### src/rtl/ps2_host_tx.sv
// PS/2 host-to-device transmitter: queues command bytes and sends each as an 11-bit frame with ACK check.
// Optional ps2 clock glitch filter enabled by defining PS2_TX_FILTER_EN.
module ps2_host_tx #(
    parameter int FIFO_DEPTH  = 8,
    parameter int INHIBIT_CYC = 5000,
    parameter int TIMEOUT_CYC = 750000
`ifdef PS2_TX_FILTER_EN
    ,
    parameter int FILTER_CYC  = 8
`endif
) (
    input  logic       clk_i,
    input  logic       rst_i,
    input  logic       wr_en_i,
    input  logic [7:0] wr_data_i,
    input  logic       err_clr_i,
    output logic       full_o,
    output logic       empty_o,
    output logic       busy_o,
    output logic       tx_done_o,
    output logic       tx_err_o,
    input  logic       ps2_clk_i,
    input  logic       ps2_data_i,
    output logic       ps2_clk_oe_o,
    output logic       ps2_data_oe_o
);
    localparam int AW      = $clog2(FIFO_DEPTH);
    localparam int CNT_MAX = (TIMEOUT_CYC > INHIBIT_CYC) ? TIMEOUT_CYC : INHIBIT_CYC;
    localparam int CNT_W   = $clog2(CNT_MAX + 1);
    localparam logic [CNT_W-1:0] INH_LAST = CNT_W'(INHIBIT_CYC - 1);
    localparam logic [CNT_W-1:0] TMO_LAST = CNT_W'(TIMEOUT_CYC - 1);
    localparam logic [CNT_W-1:0] CNT_ONE  = CNT_W'(1);
    localparam logic [AW:0]      PTR_ONE  = (AW + 1)'(1);

    typedef enum logic [2:0] {S_IDLE, S_INHIBIT, S_REQ, S_ACK, S_WAIT} state_t;

    // Write handshake: wr_en_i is valid, a byte is taken on any cycle where the queue is
    // not full or the FSM pops that same cycle; otherwise the byte is dropped.
    logic [7:0]  r_mem [FIFO_DEPTH];
    logic [AW:0] r_wr_ptr, r_rd_ptr;
    logic        w_empty, w_full, w_push, w_pop;

    assign w_empty = (r_wr_ptr == r_rd_ptr);
    assign w_full  = (r_wr_ptr[AW] != r_rd_ptr[AW]) && (r_wr_ptr[AW-1:0] == r_rd_ptr[AW-1:0]);
    assign w_push  = wr_en_i && (!w_full || w_pop);

    always_ff @(posedge clk_i) begin
        if (w_push) r_mem[r_wr_ptr[AW-1:0]] <= wr_data_i;
    end

    always_ff @(posedge clk_i) begin
        if (rst_i) begin
            r_wr_ptr <= '0;
            r_rd_ptr <= '0;
        end else begin
            if (w_push) r_wr_ptr <= r_wr_ptr + PTR_ONE;
            if (w_pop)  r_rd_ptr <= r_rd_ptr + PTR_ONE;
        end
    end

    // Pins idle high, so synchronizers start high to avoid a false fall after reset.
    logic r_clk_s1, r_clk_s2, r_dat_s1, r_dat_s2, r_clk_prev;
    logic w_clk_lvl, w_fall;

    always_ff @(posedge clk_i) begin
        if (rst_i) begin
            {r_clk_s1, r_clk_s2, r_dat_s1, r_dat_s2} <= 4'b1111;
        end else begin
            r_clk_s1 <= ps2_clk_i;
            r_clk_s2 <= r_clk_s1;
            r_dat_s1 <= ps2_data_i;
            r_dat_s2 <= r_dat_s1;
        end
    end

`ifdef PS2_TX_FILTER_EN
    localparam int FW = $clog2(FILTER_CYC + 1);
    logic [FW-1:0] r_filt_cnt;
    logic          r_clk_filt;

    always_ff @(posedge clk_i) begin
        if (rst_i) begin
            r_filt_cnt <= '0;
            r_clk_filt <= 1'b1;
        end else if (r_clk_s2 == r_clk_filt) begin
            r_filt_cnt <= '0;
        end else if (r_filt_cnt == FW'(FILTER_CYC - 1)) begin
            r_clk_filt <= r_clk_s2;
            r_filt_cnt <= '0;
        end else begin
            r_filt_cnt <= r_filt_cnt + FW'(1);
        end
    end
    assign w_clk_lvl = r_clk_filt;
`else
    assign w_clk_lvl = r_clk_s2;
`endif

    always_ff @(posedge clk_i) begin
        if (rst_i) r_clk_prev <= 1'b1;
        else       r_clk_prev <= w_clk_lvl;
    end
    assign w_fall = r_clk_prev && !w_clk_lvl;

    state_t           r_state, w_state_nxt;
    logic [CNT_W-1:0] r_cnt, w_cnt_nxt;
    logic [3:0]       r_bitn, w_bitn_nxt;
    logic [7:0]       r_shift, w_shift_nxt;
    logic             r_parity, w_parity_nxt;
    logic             r_clk_oe, w_clk_oe_nxt;
    logic             r_data_oe, w_data_oe_nxt;
    logic             r_done, w_done_nxt;
    logic             r_err, w_err_nxt;
    logic             w_fail;

    always_ff @(posedge clk_i) begin
        if (rst_i) begin
            r_state   <= S_IDLE;
            r_cnt     <= '0;
            r_bitn    <= '0;
            r_shift   <= '0;
            r_parity  <= 1'b0;
            r_clk_oe  <= 1'b0;
            r_data_oe <= 1'b0;
            r_done    <= 1'b0;
            r_err     <= 1'b0;
        end else begin
            r_state   <= w_state_nxt;
            r_cnt     <= w_cnt_nxt;
            r_bitn    <= w_bitn_nxt;
            r_shift   <= w_shift_nxt;
            r_parity  <= w_parity_nxt;
            r_clk_oe  <= w_clk_oe_nxt;
            r_data_oe <= w_data_oe_nxt;
            r_done    <= w_done_nxt;
            r_err     <= w_err_nxt;
        end
    end

    always_comb begin
        w_state_nxt   = r_state;
        w_cnt_nxt     = r_cnt;
        w_bitn_nxt    = r_bitn;
        w_shift_nxt   = r_shift;
        w_parity_nxt  = r_parity;
        w_clk_oe_nxt  = r_clk_oe;
        w_data_oe_nxt = r_data_oe;
        w_done_nxt    = 1'b0;
        w_fail        = 1'b0;
        w_pop         = 1'b0;
        case (r_state)
            S_IDLE: begin
                w_clk_oe_nxt  = 1'b0;
                w_data_oe_nxt = 1'b0;
                if (!w_empty) begin
                    w_pop        = 1'b1;
                    w_shift_nxt  = r_mem[r_rd_ptr[AW-1:0]];
                    w_parity_nxt = ~^r_mem[r_rd_ptr[AW-1:0]];
                    w_clk_oe_nxt = 1'b1;
                    w_cnt_nxt    = '0;
                    w_state_nxt  = S_INHIBIT;
                end
            end
            S_INHIBIT: begin
                if (r_cnt == INH_LAST) begin
                    w_clk_oe_nxt  = 1'b0;
                    w_data_oe_nxt = 1'b1;
                    w_cnt_nxt     = '0;
                    w_bitn_nxt    = '0;
                    w_state_nxt   = S_REQ;
                end else begin
                    w_cnt_nxt = r_cnt + CNT_ONE;
                end
            end
            S_REQ, S_ACK, S_WAIT: begin
                w_cnt_nxt = r_cnt + CNT_ONE;
                if (r_state == S_REQ && w_fall) begin
                    w_bitn_nxt = r_bitn + 4'd1;
                    if (r_bitn < 4'd8) begin
                        w_data_oe_nxt = ~r_shift[0];
                        w_shift_nxt   = {1'b0, r_shift[7:1]};
                    end else if (r_bitn == 4'd8) begin
                        w_data_oe_nxt = ~r_parity;
                    end else begin
                        w_data_oe_nxt = 1'b0;
                        w_state_nxt   = S_ACK;
                    end
                end else if (r_state == S_ACK && w_fall) begin
                    if (!r_dat_s2) w_state_nxt = S_WAIT;
                    else           w_fail      = 1'b1;
                end else if (r_state == S_WAIT && r_clk_s2 && r_dat_s2) begin
                    w_done_nxt  = 1'b1;
                    w_state_nxt = S_IDLE;
                end
                if (r_cnt == TMO_LAST) begin
                    w_fail     = 1'b1;
                    w_done_nxt = 1'b0;
                end
                if (w_fail) begin
                    w_clk_oe_nxt  = 1'b0;
                    w_data_oe_nxt = 1'b0;
                    w_state_nxt   = S_IDLE;
                end
            end
            default: w_state_nxt = S_IDLE;
        endcase
        // A fresh error outranks a clear in the same cycle.
        w_err_nxt = (r_err && !err_clr_i) || w_fail;
    end

    assign full_o        = w_full;
    assign empty_o       = w_empty;
    assign busy_o        = (r_state != S_IDLE);
    assign tx_done_o     = r_done;
    assign tx_err_o      = r_err;
    assign ps2_clk_oe_o  = r_clk_oe;
    assign ps2_data_oe_o = r_data_oe;
endmodule

### config.mk
export PLATFORM = sky130hd
export DESIGN_NAME = ps2_host_tx
export DESIGN_NICKNAME = d
export VERILOG_FILES = /design/src/rtl/ps2_host_tx.sv
export SDC_FILE = /design/constraint.sdc
export NUM_CORES = 1
export LEC_CHECK = 0
export CAP_MARGIN = 20
export CORE_UTILIZATION = 50
export DETAILED_ROUTE_END_ITERATION = 10
export GPL_TIMING_DRIVEN = 0
export PLACE_DENSITY = 0.78
export SYNTH_ARGS = -nofsm -noshare
export SYNTH_HDL_FRONTEND = slang
export SYNTH_SLANG_ARGS = --single-unit
### constraint.sdc
create_clock -name clk_i -period 5.9 [get_ports clk_i]
set_input_delay 0.59 -clock clk_i [delete_from_list [all_inputs] [get_ports clk_i]]
set_output_delay 0.59 -clock clk_i [all_outputs]
set_load 0.02 [all_outputs]
==> impl_metrics.csv <==
group,metric,value,unit
die,rows,36,
yosys,syn_area_per_cell,12.3,um2
final_layout,final_area,6070,um2
clock_tree,cts_sinks,120,
sta,min_period,3.02,ns
place,port_buffers,19,
setup_path,required,5.31,ns
yosys,async_flop_share,0,
sta,hold_ws,0.418,ns
final_layout,syn_to_final_growth,18.3,%
setup_path,reg2reg_from,"r_wr_ptr[2]$_SDFFE_PP0P_",
yosys,yosysWarnings,0,
power,ir_drop,0.279,mV
place,gp_congestion,0.902,
yosys,seq_area_frac_synth,0.593,
global_route,grt_pass1_wl,16.4,mm
clock_tree,cts_tree,"built",
drt,route.met2.wl,5.17,mm
die,start_util,0.520,
job,drv_cap,0,
setup_path,rr_endpoint,"r_mem[0][7]$_DFFE_PP_",
die,die_w,103,um
setup_path,critPathSlowestCell,"clkdlybuf4s50_1",
drt,drc_errors,0,
drt,ant_nets,0,
setup_path,reg2reg_depth,7,
final_layout,drive_gt1_frac,0.136,
die,die-area,10700,um2
final_layout,post-route-util,0.615,
setup_path,path_class,"reg2out",
setup_path,crit_arrival,2.43,ns
global_route,grt_usage,0.213,
sta,finalCritPeriodShare,0.512,
sta,tightestPinTransition,1.00,ns
clock_tree,insertion_delay,0.53,ns
drt,wl_per_cell,16.9,um
global_route,overflow,0,
die,core_area,9860,um2
drt,vias,3356,
setup_path,cp-end-kind,"primary output",
yosys,synth_area,5130,um2
global_route,grt_max_degree,17,
drt,first_iter_violations,188,
sta,fmax,0.331,GHz
die,die_h,103,um
final_layout,diodes,0,
clock_tree,numCtsBuffers,17,
yosys,syn_inst,418,
sta,finalSetupViolations,0,
clock_tree,clockRootBuffer,"clkbuf_8",
setup_path,ff2ff_setup_slack,3.30,ns
drt,firstDrtPassIters,4,
global_route,grt_pass1_vias,3294,
place,placed_area,5500,um2
drt,wl,10.2,mm
setup_path,critPathCapture,"empty_o",
clock_tree,cts_setup_buffers,0,
setup_path,worstPathCellList,"clkbuf_1, xnor2_1, nand4_1, inv_2, clkdlybuf4s50_1",
setup_path,startpoint_type,"flip-flop",
yosys,synth_flop_cell,"edfxtp_1",
drt,routed-wl-met3,415,um
yosys,synth-edff-count,64,
yosys,yosys.cell_types.count,52,
sta,drv_slew,0,
power,finalPower,2760,uW
drt,wl_met1,4.35,mm
clock_tree,cts_hold_buf,0,
drt,vias_per_cell,5.56,
sta,rsz0062_at_grt,"no",
sta,skew,0.00955,ns
drt,top_layer,"met4",
power,p_per_area,454,nW/um2
die,ios,21,
yosys,synth_fp_nets,437,
yosys,ys_seq_elements,120,
final_layout,nets,477,
setup_path,crit_start,"r_wr_ptr[2]$_SDFFE_PP0P_",
sta,tns,0,ns
sta,relSlewSlack,0.330,
power,p_leak,0.00203,uW
setup_path,cp_slowest_stage_delay,0.60,ns
clock_tree,cts_buffer_depth,2,
place,dp_hpwl,6.56,mm
global_route,antenna_found_initial,0,
hold_path,hold_path_class,"reg2reg",
clock_tree,clk_pin_slew,0.06,ns
clock_tree,htree_levels,4,
outcome,status,"finished clean",
clock_tree,cts.repair.resized,0,
sta,hold_violations,0,
setup_path,crit_fanout,7,
[cell usage in the layout (no fill, tap or decap), types with 14 or more instances in the layout]
master	count
edfxtp_1	64
xnor2_1	27
mux4_2	14
a21oi_1	17
dfxtp_1	56
nor2_1	62
nand2_1	22
clkdlybuf4s50_1	19
nor3_1	15
clkbuf_16	16
[through the flow]
stage	setup slack, ns	cells
2_1_floorplan	3.82	418
3_3_place_gp	2.96	570
3_5_place_dp	3.15	572
4_1_cts	2.87	604
5_1_grt	2.69	604
6_report	2.88	604
[worst min-delay path by stage]
stage / from / end / slack (ns) / cells after the start
6_report: r_dat_s1$_SDFF_PP1_ / r_dat_s2$_SDFF_PP1_ / 0.42 / 1
5_1_grt: r_clk_s1$_SDFF_PP1_ / r_clk_s2$_SDFF_PP1_ / 0.44 / 1
4_1_cts: r_dat_s1$_SDFF_PP1_ / r_dat_s2$_SDFF_PP1_ / 0.43 / 1
3_5_place_dp: r_clk_s1$_SDFF_PP1_ / r_clk_s2$_SDFF_PP1_ / 0.41 / 1
3_3_place_gp: r_dat_s1$_SDFF_PP1_ / r_dat_s2$_SDFF_PP1_ / 0.40 / 1
2_1_floorplan: r_clk_s1$_SDFF_PP1_ / r_clk_s2$_SDFF_PP1_ / 0.39 / 1
[synthesized netlist by cell type, types with 2 or more instances]
library cell,n,share of area
edfxtp_1,64,0.37
nor2_1,62,0.045
dfxtp_1,56,0.22
xnor2_1,27,0.046
nand2_1,22,0.016
a21oi_1,17,0.017
nor3_1,15,0.015
mux4_2,14,0.061
clkbuf_1,11,0.0080
mux2i_1,11,0.021
nand3_1,11,0.011
nand2b_1,9,0.011
a211oi_1,8,0.012
xor2_1,8,0.014
inv_1,7,0.0051
and2_1,6,0.0073
o21ai_1,6,0.0059
and3_1,5,0.0061
ha_1,5,0.012
or2_2,5,0.0061
nand4b_1,4,0.0068
buf_2,3,0.0029
nand4_1,3,0.0037
nor4_1,3,0.0037
and4_1,2,0.0034
inv_2,2,0.0015
mux4_1,2,0.010
nor4b_1,2,0.0034
o2111ai_1,2,0.0034
o211ai_1,2,0.0029
o31ai_2,2,0.0049
or2_1,2,0.0024
[cell type report]
type | count | area [um2]
clock inverter | 15 | 151
clock buffer | 17 | 414
sequential | 120 | 3040
inverter | 9 | 33.8
multi-input combinational | 273 | 1970
tap | 133 | 166
fill | 750 | 3800
timing repair buffer | 21 | 205
buffer | 16 | 87.6
[worst max-delay path: cells and delay by family, from the launching register on]
kind | cells | cell delay, ns
xor+xnor | 1 | 0.23
flops | 1 | 0.30
simple gates | 1 | 0.35
buf+inv | 3 | 1.01
[report_power, final]
| part | internal [uW] | switching [uW] |
|---|---|---|
| clock network | 574 | 409 |
| logic | 330 | 450 |
| registers | 947 | 44.9 |
[cells by family (layout without fill, tap and decap cells)]
kind of cell / Yosys count / count (layout) / synth area share
xor gates and xnor gates: 36 / 36 / 0.0629
adders and majority gates: 5 / 5 / 0.0122
muxes: 27 / 27 / 0.0931
and+or+nand+nor: 156 / 156 / 0.150
buffers and inverters: 25 / 78 / 0.0237
DFF: 120 / 120 / 0.593
AOI/OAI and AO/OA: 49 / 49 / 0.0654
[sequential cells by signal, indices dropped and copies added (netlist names), 3 cells and up, named ones only]
signal    count
r_bitn        4
r_cnt        20
r_mem        64
r_rd_ptr      4
r_shift       8
r_state       3
r_wr_ptr      4
[metal layers]
metal	global-route usage	vias up
met5	0	-
met4	0.101	0
met3	0.0598	21
met2	0.363	83
met1	0.249	1639
li1	-	1613
No activity file was read; power rests on OpenSTA's default activity.
